## src/rtl/hazard_pkg.sv

```systemverilog
// Shared definitions for the pipeline hazard unit: forwarding-select encodings
// and the default-width shadow-stage record.
package hazard_pkg;

  localparam logic [1:0] FWD_NONE = 2'b00;
  localparam logic [1:0] FWD_WB   = 2'b01;
  localparam logic [1:0] FWD_MEM  = 2'b10;

  localparam int unsigned STAGE_RA_W = 5;

  // Per-stage tracking record at the default register-index width
  typedef struct packed {
    logic                  valid;
    logic [STAGE_RA_W-1:0] rd;
    logic                  reg_write;
    logic                  mem_read;
  } stage_t;

endpackage

```

## src/rtl/hazard_stage_reg.sv

```systemverilog
// One shadow pipeline stage: valid, destination index and write/load bits.
// A bubble loads an all-zero (invalid) record.
module hazard_stage_reg #(
  parameter int unsigned REG_ADDR_W = 5
) (
  input  logic                  clk,
  input  logic                  rst,
  input  logic                  i_bubble,
  input  logic                  i_valid,
  input  logic [REG_ADDR_W-1:0] i_rd,
  input  logic                  i_reg_write,
  input  logic                  i_mem_read,
  output logic                  o_valid,
  output logic [REG_ADDR_W-1:0] o_rd,
  output logic                  o_reg_write,
  output logic                  o_mem_read
);

  logic                  r_valid;
  logic [REG_ADDR_W-1:0] r_rd;
  logic                  r_reg_write;
  logic                  r_mem_read;

  // Capture the upstream record, or clear it on reset / bubble
  always_ff @(posedge clk) begin
    if (rst || i_bubble) begin
      r_valid     <= 1'b0;
      r_rd        <= '0;
      r_reg_write <= 1'b0;
      r_mem_read  <= 1'b0;
    end else begin
      r_valid     <= i_valid;
      r_rd        <= i_rd;
      r_reg_write <= i_reg_write;
      r_mem_read  <= i_mem_read;
    end
  end

  assign o_valid     = r_valid;
  assign o_rd        = r_rd;
  assign o_reg_write = r_reg_write;
  assign o_mem_read  = r_mem_read;

endmodule

```

## src/rtl/pipeline_hazard_unit.sv

```systemverilog
// Hazard unit beside ID: shadows EX/MEM/WB control bits and drives stall,
// flush and forwarding selects, plus saturating stall/flush counters.
module pipeline_hazard_unit
  import hazard_pkg::*;
#(
  parameter int unsigned REG_ADDR_W = 5,
  parameter int unsigned CNT_W      = 32
) (
  input  logic                  clk,
  input  logic                  rst,
  input  logic                  id_valid,
  input  logic [REG_ADDR_W-1:0] id_rs1,
  input  logic [REG_ADDR_W-1:0] id_rs2,
  input  logic                  id_uses_rs1,
  input  logic                  id_uses_rs2,
  input  logic [REG_ADDR_W-1:0] id_rd,
  input  logic                  id_reg_write,
  input  logic                  id_mem_read,
  input  logic                  id_is_branch,
  input  logic                  id_branch_taken,
  input  logic                  id_jump,
  output logic                  pc_write,
  output logic                  if_id_write,
  output logic                  id_ex_bubble,
  output logic                  flush_if_id,
  output logic [1:0]            fwd_ex_a,
  output logic [1:0]            fwd_ex_b,
  output logic                  fwd_id_a,
  output logic                  fwd_id_b,
  output logic [CNT_W-1:0]      stall_count,
  output logic [CNT_W-1:0]      flush_count
);

  logic                  w_ex_valid,  w_mem_valid,  w_wb_valid;
  logic [REG_ADDR_W-1:0] w_ex_rd,     w_mem_rd,     w_wb_rd;
  logic                  w_ex_rw,     w_mem_rw,     w_wb_rw;
  logic                  w_ex_mr,     w_mem_mr,     w_wb_mr;
  logic                  w_ex_in_bubble;
  logic                  w_unused_wb_mr;

  logic [REG_ADDR_W-1:0] r_ex_rs1, r_ex_rs2;
  logic                  r_ex_uses_rs1, r_ex_uses_rs2;
  logic [CNT_W-1:0]      r_stall_cnt, r_flush_cnt;

  logic w_ex_hit, w_mem_hit, w_stall, w_flush;

  // A stage writes r only when it is a valid register write to a non-x0 index
  function automatic logic writes(input logic v, input logic rw,
                                  input logic [REG_ADDR_W-1:0] rd,
                                  input logic [REG_ADDR_W-1:0] r);
    return v && rw && (rd == r) && (rd != '0);
  endfunction

  assign w_ex_in_bubble = id_ex_bubble || !id_valid;
  assign w_unused_wb_mr = w_wb_mr;

  hazard_stage_reg #(.REG_ADDR_W(REG_ADDR_W)) u_ex (
    .clk(clk), .rst(rst), .i_bubble(w_ex_in_bubble),
    .i_valid(id_valid), .i_rd(id_rd), .i_reg_write(id_reg_write), .i_mem_read(id_mem_read),
    .o_valid(w_ex_valid), .o_rd(w_ex_rd), .o_reg_write(w_ex_rw), .o_mem_read(w_ex_mr)
  );

  hazard_stage_reg #(.REG_ADDR_W(REG_ADDR_W)) u_mem (
    .clk(clk), .rst(rst), .i_bubble(1'b0),
    .i_valid(w_ex_valid), .i_rd(w_ex_rd), .i_reg_write(w_ex_rw), .i_mem_read(w_ex_mr),
    .o_valid(w_mem_valid), .o_rd(w_mem_rd), .o_reg_write(w_mem_rw), .o_mem_read(w_mem_mr)
  );

  hazard_stage_reg #(.REG_ADDR_W(REG_ADDR_W)) u_wb (
    .clk(clk), .rst(rst), .i_bubble(1'b0),
    .i_valid(w_mem_valid), .i_rd(w_mem_rd), .i_reg_write(w_mem_rw), .i_mem_read(w_mem_mr),
    .o_valid(w_wb_valid), .o_rd(w_wb_rd), .o_reg_write(w_wb_rw), .o_mem_read(w_wb_mr)
  );

  // EX-only source tracking, cleared alongside the EX shadow record
  always_ff @(posedge clk) begin
    if (rst || w_ex_in_bubble) begin
      r_ex_rs1      <= '0;
      r_ex_rs2      <= '0;
      r_ex_uses_rs1 <= 1'b0;
      r_ex_uses_rs2 <= 1'b0;
    end else begin
      r_ex_rs1      <= id_rs1;
      r_ex_rs2      <= id_rs2;
      r_ex_uses_rs1 <= id_uses_rs1;
      r_ex_uses_rs2 <= id_uses_rs2;
    end
  end

  // Stall/flush detection against the ID instruction's used sources
  always_comb begin
    w_ex_hit  = (id_uses_rs1 && writes(w_ex_valid, w_ex_rw, w_ex_rd, id_rs1)) ||
                (id_uses_rs2 && writes(w_ex_valid, w_ex_rw, w_ex_rd, id_rs2));
    w_mem_hit = (id_uses_rs1 && writes(w_mem_valid, w_mem_rw, w_mem_rd, id_rs1)) ||
                (id_uses_rs2 && writes(w_mem_valid, w_mem_rw, w_mem_rd, id_rs2));
    w_stall   = id_valid && ((w_ex_mr && w_ex_hit) ||
                             (id_is_branch && (w_ex_hit || (w_mem_mr && w_mem_hit))));
    w_flush   = id_valid && !w_stall && ((id_is_branch && id_branch_taken) || id_jump);
  end

  // Steering and forwarding outputs; reset forces the safe hold-and-bubble state
  always_comb begin
    pc_write     = 1'b0;
    if_id_write  = 1'b0;
    id_ex_bubble = 1'b1;
    flush_if_id  = 1'b0;
    fwd_ex_a     = FWD_NONE;
    fwd_ex_b     = FWD_NONE;
    fwd_id_a     = 1'b0;
    fwd_id_b     = 1'b0;
    if (!rst) begin
      pc_write     = !w_stall;
      if_id_write  = !w_stall;
      id_ex_bubble = w_stall;
      flush_if_id  = w_flush;
      if (r_ex_uses_rs1 && writes(w_mem_valid, w_mem_rw, w_mem_rd, r_ex_rs1))
        fwd_ex_a = FWD_MEM;
      else if (r_ex_uses_rs1 && writes(w_wb_valid, w_wb_rw, w_wb_rd, r_ex_rs1))
        fwd_ex_a = FWD_WB;
      if (r_ex_uses_rs2 && writes(w_mem_valid, w_mem_rw, w_mem_rd, r_ex_rs2))
        fwd_ex_b = FWD_MEM;
      else if (r_ex_uses_rs2 && writes(w_wb_valid, w_wb_rw, w_wb_rd, r_ex_rs2))
        fwd_ex_b = FWD_WB;
      fwd_id_a = id_uses_rs1 && !w_mem_mr && writes(w_mem_valid, w_mem_rw, w_mem_rd, id_rs1);
      fwd_id_b = id_uses_rs2 && !w_mem_mr && writes(w_mem_valid, w_mem_rw, w_mem_rd, id_rs2);
    end
  end

  // Saturating performance counters, updated at the end of the counted cycle
  always_ff @(posedge clk) begin
    if (rst) begin
      r_stall_cnt <= '0;
      r_flush_cnt <= '0;
    end else begin
      if (w_stall && (r_stall_cnt != '1)) r_stall_cnt <= r_stall_cnt + CNT_W'(1);
      if (w_flush && (r_flush_cnt != '1)) r_flush_cnt <= r_flush_cnt + CNT_W'(1);
    end
  end

  assign stall_count = r_stall_cnt;
  assign flush_count = r_flush_cnt;

endmodule

```

## config.mk

```make
export PLATFORM = sky130hd
export DESIGN_NAME = pipeline_hazard_unit
export DESIGN_NICKNAME = d
export VERILOG_FILES = /design/src/rtl/hazard_pkg.sv /design/src/rtl/hazard_stage_reg.sv /design/src/rtl/pipeline_hazard_unit.sv
export SDC_FILE = /design/constraint.sdc
export NUM_CORES = 1
export LEC_CHECK = 0
export CAP_MARGIN = 20
export CELL_PAD_IN_SITES_DETAIL_PLACEMENT = 1
export CELL_PAD_IN_SITES_GLOBAL_PLACEMENT = 1
export CORE_MARGIN = 2
export CORE_UTILIZATION = 39
export DETAILED_ROUTE_END_ITERATION = 8
export GPL_TIMING_DRIVEN = 0
export PLACE_DENSITY_LB_ADDON = 0.12
export RECOVER_POWER = 100
export REMOVE_ABC_BUFFERS = 1
export SYNTH_ARGS = -nofsm -noshare
export SYNTH_HDL_FRONTEND = slang
export SYNTH_SLANG_ARGS = --single-unit
```

## constraint.sdc

```tcl
create_clock -name clk -period 2.7 [get_ports clk]
set_input_delay 0.405 -clock clk [delete_from_list [all_inputs] [get_ports clk]]
set_output_delay 0.405 -clock clk [all_outputs]
set_load 0.05 [all_outputs]
```

# After elaboration in Yosys (flattened, before gate mapping)
# Index checks and enable logic that the tools add are counted.
[totals]
out_inout_bits = 74
register_bits = 99
input_bits = 25
[op_classes]
n_eq_ne = 10
muxes = 11
addsub = 2
n_reduce_logical = 53
[op_table]
columns = ["op", "n"]
rows = [
  ["32-bit by 1-bit adder with 32-bit output (second input constant)", 2],
  ["32-bit != test (second input constant)", 2],
  ["5-bit equality test", 8],
  ["1-bit logical AND", 40],
  ["5-bit nonzero test", 3],
  ["2-bit two-way mux", 4],
  ["1-bit logical OR", 7],
  ["1-bit two-way mux", 7],
  ["1-bit zero test", 3],
]

# Logic depth before layout (Yosys ltp)
# Gate-level depths: netlist (run 1).
[logic_depth]
word_depth = 14
mapped_depth = 10

# Hierarchy
# Synthesis (run 1) repeated with hierarchy kept, for this count alone.
[unflattened]
cells_unflattened = 590
hier_area_um2 = 5215.0
[by_module_without_submodules]
columns = ["module", "area_per_inst_um2", "seq_area_each_um2", "instances", "cells_per_inst"]
rows = [
  ["pipeline_hazard_unit", 4366.7, 1521.5, 1, 536],
  ["hazard_stage_reg", 282.8, 160.2, 3, 18],
]

# Worst setup path after synthesis (run 1)
# No wires, ideal clock.
[synth_timing]
path_kind = "register to output"
from = "register u_mem.r_rd[0], in the netlist u_mem.o_rd[0]"
to = "output port id_ex_bubble"
slack_ns = -0.312
stages_incl_launch_ff = 8
arrival_ns = 2.607
path_cell_list = "dfxtp_1 buf_6 or3_1 o311a_4 o2111ai_4 a21boi_0 nor2_1 inv_1"
[synth_between]
elab_chain_len = 11
word_cells_on_any_way = 16
[synth_rtl]
columns = ["element", "line", "source"]
rows = [
  ["from (decl)", "hazard_stage_reg.sv:20", "logic [REG_ADDR_W-1:0] r_rd;"],
  ["from (signal assigned)", "hazard_stage_reg.sv:33", "r_rd <= i_rd;"],
  ["5-bit equality test", "pipeline_hazard_unit.sv:51", "return v && rw && (rd == r) && (rd != '0);"],
  ["1-bit logical AND (2 in series)", "pipeline_hazard_unit.sv:51", ""],
  ["1-bit logical AND (on tied branches)", "pipeline_hazard_unit.sv:94, pipeline_hazard_unit.sv:95", ""],
  ["1-bit logical OR (*)", "pipeline_hazard_unit.sv:94", "w_mem_hit = (id_uses_rs1 && writes(w_mem_valid, w_mem_rw, w_mem_rd, id_rs1)) ||"],
  ["1-bit logical AND (*)", "pipeline_hazard_unit.sv:97", "(id_is_branch && (w_ex_hit || (w_mem_mr && w_mem_hit))));"],
  ["1-bit logical OR (*)", "pipeline_hazard_unit.sv:97", ""],
  ["1-bit logical AND (*)", "pipeline_hazard_unit.sv:97", ""],
  ["1-bit logical OR (*)", "pipeline_hazard_unit.sv:96", "w_stall = id_valid && ((w_ex_mr && w_ex_hit) ||"],
  ["1-bit logical AND (*)", "pipeline_hazard_unit.sv:96", ""],
  ["1-bit two-way mux (*)", "pipeline_hazard_unit.sv:111", "if (!rst) begin"],
  ["to (decl)", "pipeline_hazard_unit.sv:24", "output logic id_ex_bubble,"],
]
# Mark *: on every way between the ends. The rest lies on a longest branch, timed or not.

# Worst setup path in the final report (run 1)
[layout_timing]
from = "register u_mem.r_rd[1], in the netlist u_mem.o_rd[1]"
to = "output port flush_if_id"
[layout_between]
elab_chain_len = 14
word_cells_on_any_way = 19
[layout_rtl]
columns = ["element", "line", "source"]
rows = [
  ["5-bit equality test", "pipeline_hazard_unit.sv:51", ""],
  ["1-bit logical AND (2 in series)", "pipeline_hazard_unit.sv:51", ""],
  ["1-bit logical AND (on tied branches)", "pipeline_hazard_unit.sv:94, pipeline_hazard_unit.sv:95", ""],
  ["1-bit logical OR (*)", "pipeline_hazard_unit.sv:94", ""],
  ["1-bit logical AND (*)", "pipeline_hazard_unit.sv:97", ""],
  ["1-bit logical OR (*)", "pipeline_hazard_unit.sv:97", ""],
  ["1-bit logical AND (*)", "pipeline_hazard_unit.sv:97", ""],
  ["1-bit logical OR (*)", "pipeline_hazard_unit.sv:96", ""],
  ["1-bit logical AND (*)", "pipeline_hazard_unit.sv:96", ""],
  ["1-bit zero test (*)", "pipeline_hazard_unit.sv:98", "w_flush = id_valid && !w_stall && ((id_is_branch && id_branch_taken) || id_jump);"],
  ["1-bit logical AND (*) (2 in series)", "pipeline_hazard_unit.sv:98", ""],
  ["1-bit two-way mux (*)", "pipeline_hazard_unit.sv:111", ""],
  ["to (decl)", "pipeline_hazard_unit.sv:25", "output logic flush_if_id,"],
]
# Marked as above.

==> metrics, run 1 <==
final wirelength 14300 µm; CTS tree built; die footprint 0.0137 mm²; worst hold path class in -> reg; Overall Power 2.88 mW; largest net degree at the start of global routing 59; Final setup viols 0; switching share of power 23.3%; placed cell count 817; CORE AREA 0.0125 mm²; crit-path max FO 6; CTS Sinks 99; post-layout min period 2.63 ns; Antenna diodes 0; Cell variety after synth 47; TritonCTS buffer count 9; final period utilization 97.4%; NetSw 0.670 mW; crit path cell chain or3_1, o311a_4, o2111ai_4, nand3_4, nor2_4, nor2b_1, buf_6; ys async rst share 0%; Crit. End Element output port; Starting DRT DRC Count 209; gr ovfl total 0; Req. time, crit path 2.30 ns; Tot GR Track Use 21.1%; Least-Margin Pin Slew 0.681 ns; total negative slack 0 ns; max cap viols 0; Clock Skew 0.00634 ns; antenna violations before repair 0; wire per inst 16.9 µm; vias in the first global route 4665; Vias/cell 5.48; fmax 380 MHz; flops & latches, synth 99; Worst-Skew Late Latency 0.35 ns; RSZ-0062 raised after global routing yes; worst IR drop on VDD 0.270 mV; Synth Warn # 0; detailed-placement wirelength estimate 9850 µm; site row count 41; fin. max-slew vios 0; sequential-to-total area share from yosys stat 39.8%; Reg power frac 52.0%; Layout Cells excl Fill 850; most common cell after layout, fill and taps aside dfxtp_1; IO Pins 99; Slowest Stage Delay on Critical Path 0.39 ns; routed via count 4659; Die Span X 117 µm; Detailed Routing Iterations Pass 1 4; most frequent cells in the layout 94 x dfxtp_1, 78 x clkdlybuf4s50_1, 55 x a21oi_1; Layout Utilization 51.9%; Yosys top cell by area dfxtp_1; hold buffer count at cts 0; htree depth 3; cells after synthesis 580; ys flop type dfxtp_1; relative slew slack 54.6%; Static Leakage 2.26 nW; CTS Root Cell clkbuf_16; DRC Markers 0; largest cells by area after synthesis dfxtp_1 40%, a21oi_1 5.5%, xor2_1 4.4%; Mapped Area 0.00497 mm²; Initial Util 39.7%; Worst-path clk slew 0.07 ns; Post-Syn Area per Cell 8.58 µm²; ANT nets after route 0; Pwr Density 443 mW/mm²; Area growth syn-to-layout 30.6%; Routability Congestion 0.818; Fin. Hold Viols 0; Combinational Power Share 7.0%; Clock Power Share 41.0%; global-route wire length before repair 22900 µm; Critical Path AT 2.23 ns; CP max stage cell dfxtp_4; number of synthesized flops with an enable pin 0; Max Buffers Root-to-Sink 2; Post-layout nets 701; crit path kind reg -> out; number of I/O port buffers 98; Int Pwr 2.21 mW; Die Span Y 117 µm; status finished clean; Yosys top cell area share 39.8%; share of cells above drive strength 1 10.8%; Startpoint Class register
## cells in the mapped netlist (all sizes together), types with 17 or more instances
cell type,number
and2,24
nand4,20
nand2,34
dfxtp,99
xnor2,17
nand3,29
nor2,28
a21oi,55
or4,24
xor2,25
or3,29
o21ai,31
buf,18
nor2b,22
and3,19
clkbuf,17
o31ai,22
## stage by stage
stage	instance area, µm²	setup slack, ns	hold slack (ns)
2_1_floorplan	4790	-1.01	0.438
3_3_place_gp	5990	-3.23	0.445
3_5_place_dp	6020	-1.46	0.456
4_1_cts	6380	0.00453	0.462
5_1_grt	6490	-0.00841	0.443
6_report	6490	0.0694	0.441
## cell families after synthesis
logic type | share of synthesized area, %
flops | 39.8
mux | 1.79
compound gates | 15.1
simple gates | 30.9
xor+xnor | 7.40
fa+ha+maj | 0.503
buf+inv | 4.45
## area by class of cell
class,instances,area [µm²]
sequential,99,2000
inverter,10,37.5
timing repair buffer,115,1100
clock buffer,12,246
clock inverter,3,15.0
tap,172,215
multi-input combinational,439,2870
fill,1500,6020
## registers in the layout (all words and copies together) (netlist names), 5 cells and up
signal	flops
u_wb.o_rd	5
u_ex.o_rd	5
stall_count	32
r_ex_rs2	5
r_ex_rs1	5
flush_count	32
u_mem.o_rd	5
## critical path, delay by kind of cell, from the launching register on
| family | cells | cell delay [ns] |
|---|---|---|
| buffers and inverters | 1 | 0.19 |
| AND/OR/NAND/NOR | 4 | 0.80 |
| AO/OA/AOI/OAI | 2 | 0.50 |
| flip-flops | 1 | 0.39 |
## per-layer routing
layer	routed length, µm	global-route usage, %	vias to the layer above
met4	191	5.49	0
met2	7310	37.5	66
met3	611	6.28	14
met1	6230	24.9	2277
met5	0	0	-
li1	-	-	2302
## path summary, 6_finish.rpt
| kind | startpoint | endpoint | slack [ns] | depth (start not counted) |
|---|---|---|---|---|
| worst min-delay path | id_rs1[1] | r_ex_rs1[1] | 0.44 | 2 |
| worst min register to register | u_ex.o_mem_read | u_mem.o_mem_read | 0.46 | 1 |
| worst max-delay path | u_mem.o_rd[1] | flush_if_id | 0.07 | 7 |
| worst max register to register | u_mem.o_rd[2] | stall_count[26] | 0.12 | 7 |
## power groups by stage
stage / Combinational [mW] / Clock [mW] / Sequential (mW)
global route: 0.218 / 1.28 / 1.50
global placement: 0.180 / 0 / 1.53
floorplan: 0.0837 / 0 / 1.53
finish: 0.201 / 1.18 / 1.50
CTS: 0.195 / 1.22 / 1.50
detailed placement: 0.188 / 0 / 1.53
## timing repair
action / CTS / global route
gates resized for setup: 59 / 12
cloned: 2 / 1
setup endpoints to repair: 29 / 36
setup buffers: 5 / 10
pin swaps: 7 / 8
No activity file was read; power rests on OpenSTA's default activity.
==> inputs of run 2 (changes only) <==
Settings changed: CORE_MARGIN 2 to default.
==> run 2 against run 1 <==
Compared with the run above: register-to-register slack improved by 0.03 ns; first-iteration DRC count fell by 36%; via count rose by 0.94%; final cell count fell by 0.82%; critical path depth rose by 1; clock skew barely moved; die area fell by 3.4%; sequential cell count did not move; sequential power barely moved; design area rose by 0.48%; non-clock buffer count fell by 4.
==> metrics, run 2 (synthesis results as in run 1) <==
status finished clean; Crit. End Element output port; ANT nets after route 0; reg2reg start u_mem.o_rd[0]; met2 WL post-DR 7400 µm; WHS Path Cells 2; htree depth 3; Hold Crit Start id_rs1[4]; Routed met3 length 443 µm; fmax 379 MHz; crit path cell chain xor2_1, nor4_2, and3_4, o2111ai_4, nand3_4, nor2_4, nor2b_2, buf_6; max cap viols 0; most common cell after layout, fill and taps aside dfxtp_1; Hold Path End r_ex_rs1[4]; antenna violations before repair 0; gr ovfl total 0; worst hold path class in -> reg; Fin. Hold Viols 0; Slowest Stage Delay on Critical Path 0.38 ns; Die Span Y 115 µm; highest routed metal layer met4; Clock Skew 0.00620 ns; number of I/O port buffers 98; Least-Margin Pin Slew 0.727 ns; Detailed Routing Iterations Pass 1 4; site row count 40; Max Buffers Root-to-Sink 2; final wirelength 14600 µm; detailed-placement wirelength estimate 9930 µm; Antenna diodes 0; Final setup viols 0; R2R Setup Slk 0.15 ns; Worst path top cell family by delay simple AND/OR/NAND/NOR gates; placed cell area 0.00601 mm²; fin. max-slew vios 0; Pwr Density 480 mW/mm²; Vias/cell 5.58; WHS 0.388 ns; Die Span X 115 µm; largest net degree at the start of global routing 50; vias in the first global route 4781; Critical Path AT 2.24 ns; Tot GR Track Use 22.6%; Initial Util 40.7%; Layout Utilization 53.4%; worst IR drop on VDD 0.360 mV; die footprint 0.0132 mm²; CP max stage cell dfxtp_4; CTS Sinks 99; Worst-Skew Late Latency 0.35 ns; CORE AREA 0.0122 mm²; Area growth syn-to-layout 31.2%; CP bufs+invs 1; DRC Markers 0; Req. time, crit path 2.30 ns; Starting DRT DRC Count 133; FF-to-FF path depth 7; design area 0.00653 mm²; CTS Root Cell clkbuf_16; TritonCTS buffer count 9; global-route wire length before repair 23600 µm; IO Pins 99; Worst-path clk slew 0.06 ns; Routability Congestion 0.782; wire per inst 17.3 µm; Startpoint Class register; CTS tree built; crit-path max FO 6; worst r2r dst flush_count[22]; final period utilization 97.8%; most frequent cells in the layout 94 x dfxtp_1, 79 x clkdlybuf4s50_1, 55 x a21oi_1; RSZ-0062 raised after global routing yes; routed via count 4703; relative slew slack 51.6%; crit path kind reg -> out; post-layout min period 2.64 ns; DRT met1 WL 6520 µm; Post-layout nets 697; Overall Power 3.13 mW; share of cells above drive strength 1 11.0%; Static Leakage 2.24 nW
[run 2: worst max path at each step]
stage / startpoint / to / slack (ns) / cells after the start
floorplan: u_mem.o_rd[0] / id_ex_bubble / -1.01 / 6
global placement: rst / flush_if_id / -3.19 / 4
detailed placement: id_rs2[4] / flush_if_id / -1.44 / 9
CTS: id_rs1[4] / flush_if_id / -0.11 / 9
global route: u_mem.o_rd[0] / flush_if_id / -0.04 / 7
finish: u_mem.o_rd[0] / flush_if_id / 0.06 / 8
[run 2: report_power, final]
part	internal (mW)	switching, mW
registers	1.48	0.0213
logic	0.0855	0.113
clock network	0.862	0.573
total	2.43	0.706
[run 2: metrics by stage]
step	setup slack, ns	TNS [ns]	std cells
final	0.0595	0	843
after global routing	-0.0418	-0.0879	843
after CTS	-0.109	-0.109	835
after detailed placement	-1.44	-28.24	813
after global placement	-3.19	-141.59	811
after floorplan	-1.01	-2.14	545
[run 2: worst register-to-register path, cell delays in order (launching register included)]
cell and delay [ns]:
dfxtp_4 0.38, or3_1 0.39, o311a_4 0.36, o2111ai_4 0.13, buf_4 0.21, nand3_2 0.37, o41ai_1 0.48, a21oi_1 0.10
[run 2: cell type report]
type	count	area, µm²
Clock buffer	12	256
Multi-Input combinational cell	439	2860
Tap cell	168	210
Fill cell	1478	5690
Inverter	10	37.5
Timing Repair Buffer	111	1090
Clock inverter	4	72.6
Sequential cell	99	1990
[run 2: layer usage]
metal / GRT usage [%] / up-vias
li1: - / 2302
met4: 6.32 / 0
met3: 5.43 / 12
met2: 40.0 / 73
met1: 27.3 / 2316
met5: 0 / -
[run 2: timing repair]
item                       in CTS  in global routing
gates resized for setup        59                 12
gates cloned                    2                  1
hold buffers                    0                  0
pin swaps                       7                  7
buffers inserted                4                  7
setup endpoints to repair      24                 32
==> inputs of run 3 (changes only) <==
Settings changed: GPL_TIMING_DRIVEN 0 to default.
==> run 3 against run 2 <==
Compared with the run above: worst setup slack better by 0.025 ns; highest routed layer unchanged; critical endpoint is now id_ex_bubble; die area unchanged; count of clock-buffer cells in the layout down 2.
==> metrics, run 3 (synthesis results as in run 1) <==
wire per inst 16.9 µm; Req. time, crit path 2.30 ns; Critical Path AT 2.21 ns; relative slew slack 58.0%; NetSw 0.734 mW; worst r2r dst stall_count[23]; Area growth syn-to-layout 34.9%; fmax 382 MHz; Routability Congestion 0.858; crit path kind reg -> out; status finished clean; Hold Crit Start id_rs1[0]; htree depth 3; largest net degree at the start of global routing 53; reg2reg start u_mem.o_rd[1]; Die Span Y 115 µm; CORE AREA 0.0122 mm²; Least-Margin Pin Slew 0.630 ns; Antenna diodes 0; Max Buffers Root-to-Sink 2; IO Pins 99; Layout Cells excl Fill 869; Int Pwr 2.32 mW; fin. max-slew vios 0; worst hold path class in -> reg; Clock Skew 0.00786 ns; CTS tree built; Crit. End Element output port; Hold Path End r_ex_rs1[0]; Clock Power Share 43.4%; WHS Path Cells 2; detailed-placement wirelength estimate 10800 µm; crit-path max FO 6; placed cell count 851; Post-layout nets 723; R2R Setup Slk 0.12 ns; Vias/cell 5.53; post-layout min period 2.62 ns; routed via count 4802; Fin. Hold Viols 0; Startpoint Class register; site row count 40; Tot GR Track Use 23.5%; worst IR drop on VDD 0.291 mV; ANT nets after route 0; Starting DRT DRC Count 216; most frequent cells in the layout 94 x dfxtp_1, 64 x dlygate4sd3_1, 55 x a21oi_1; Worst-Skew Late Latency 0.35 ns; Pwr Density 454 mW/mm²; number of I/O port buffers 98; hold buffer count at cts 0; Final setup viols 0; Reg power frac 49.2%; antenna violations before repair 0; final period utilization 96.9%; max cap viols 0; vias in the first global route 4940; final wirelength 14700 µm; Initial Util 40.7%; Detailed Routing Iterations Pass 1 4; Combinational Power Share 7.4%; CTS Sinks 99; Worst-path clk slew 0.07 ns; CTS Root Cell clkbuf_16; most common cell after layout, fill and taps aside dfxtp_1; total negative slack 0 ns; TritonCTS buffer count 9; FF-to-FF path depth 8; Die Span X 115 µm; DRC Markers 0; RSZ-0062 raised after global routing no; die footprint 0.0132 mm²; global-route wire length before repair 24500 µm; gr ovfl total 0; Static Leakage 2.59 nW; share of cells above drive strength 1 13.8%; switching share of power 24.1%
## run 3: timing repair
action,CTS,global route
buffers inserted,2,1
endpoints found under the setup margin,6,23
resized for setup,14,18
pin swaps,5,9
cloned,0,0
## run 3: area by class of cell
cell class | instances | area [µm²]
Timing Repair Buffer | 140 | 1340
Inverter | 10 | 37.5
Tap cell | 168 | 210
Clock buffer | 10 | 229
Fill cell | 1465 | 5500
Clock inverter | 6 | 72.6
Sequential cell | 99 | 1990
Multi-Input combinational cell | 436 | 2830
## run 3: worst max-delay path by stage
stage	startpoint	to	cells after the start
3_3_place_gp	id_rs2[1]	id_ex_bubble	9
2_1_floorplan	u_mem.o_rd[0]	id_ex_bubble	6
4_1_cts	id_rs1[4]	flush_if_id	9
5_1_grt	u_mem.o_rd[1]	id_ex_bubble	8
6_report	u_mem.o_rd[1]	id_ex_bubble	8
3_5_place_dp	id_rs2[1]	stall_count[3]	9
## run 3: through the flow
stage               area (µm²)  hold slack, ns  total power, mW  setup slack (ns)  util, %
floorplan                 4790           0.438             1.62             -1.01        -
global placement          6370           0.450             1.75            -0.133     52.2
detailed placement        6370           0.464             1.76            -0.219     52.2
CTS                       6710           0.478             3.08           0.00791     54.9
global route              6710           0.428             3.16           0.00136     54.9
finish                    6710           0.400             3.05            0.0840     54.9
## run 3: layer usage
metal  up-vias  wire length (µm)  global-route usage (%)
met4         0               226                    6.67
met3        18               456                    5.11
li1       2340                 -                       -
met5         -                 0                       0
met1      2363              6470                    28.3
met2        81              7530                    42.1
## run 3: worst max-delay path, cell delays in order (launching register included)
cell	delay [ns]
dfxtp_4	0.38
xor2_1	0.17
nor4_1	0.37
and3_4	0.27
o2111ai_4	0.16
a21boi_2	0.21
nor2_2	0.08
inv_2	0.08
buf_12	0.13
## run 3: power groups by stage
| stage | Sequential [mW] | Clock, mW | Combinational, mW |
|---|---|---|---|
| 2_1_floorplan | 1.53 | 0 | 0.0837 |
| 3_3_place_gp | 1.53 | 0 | 0.217 |
| 3_5_place_dp | 1.53 | 0 | 0.224 |
| 4_1_cts | 1.50 | 1.35 | 0.227 |
| 5_1_grt | 1.50 | 1.42 | 0.244 |
| 6_report | 1.50 | 1.32 | 0.225 |
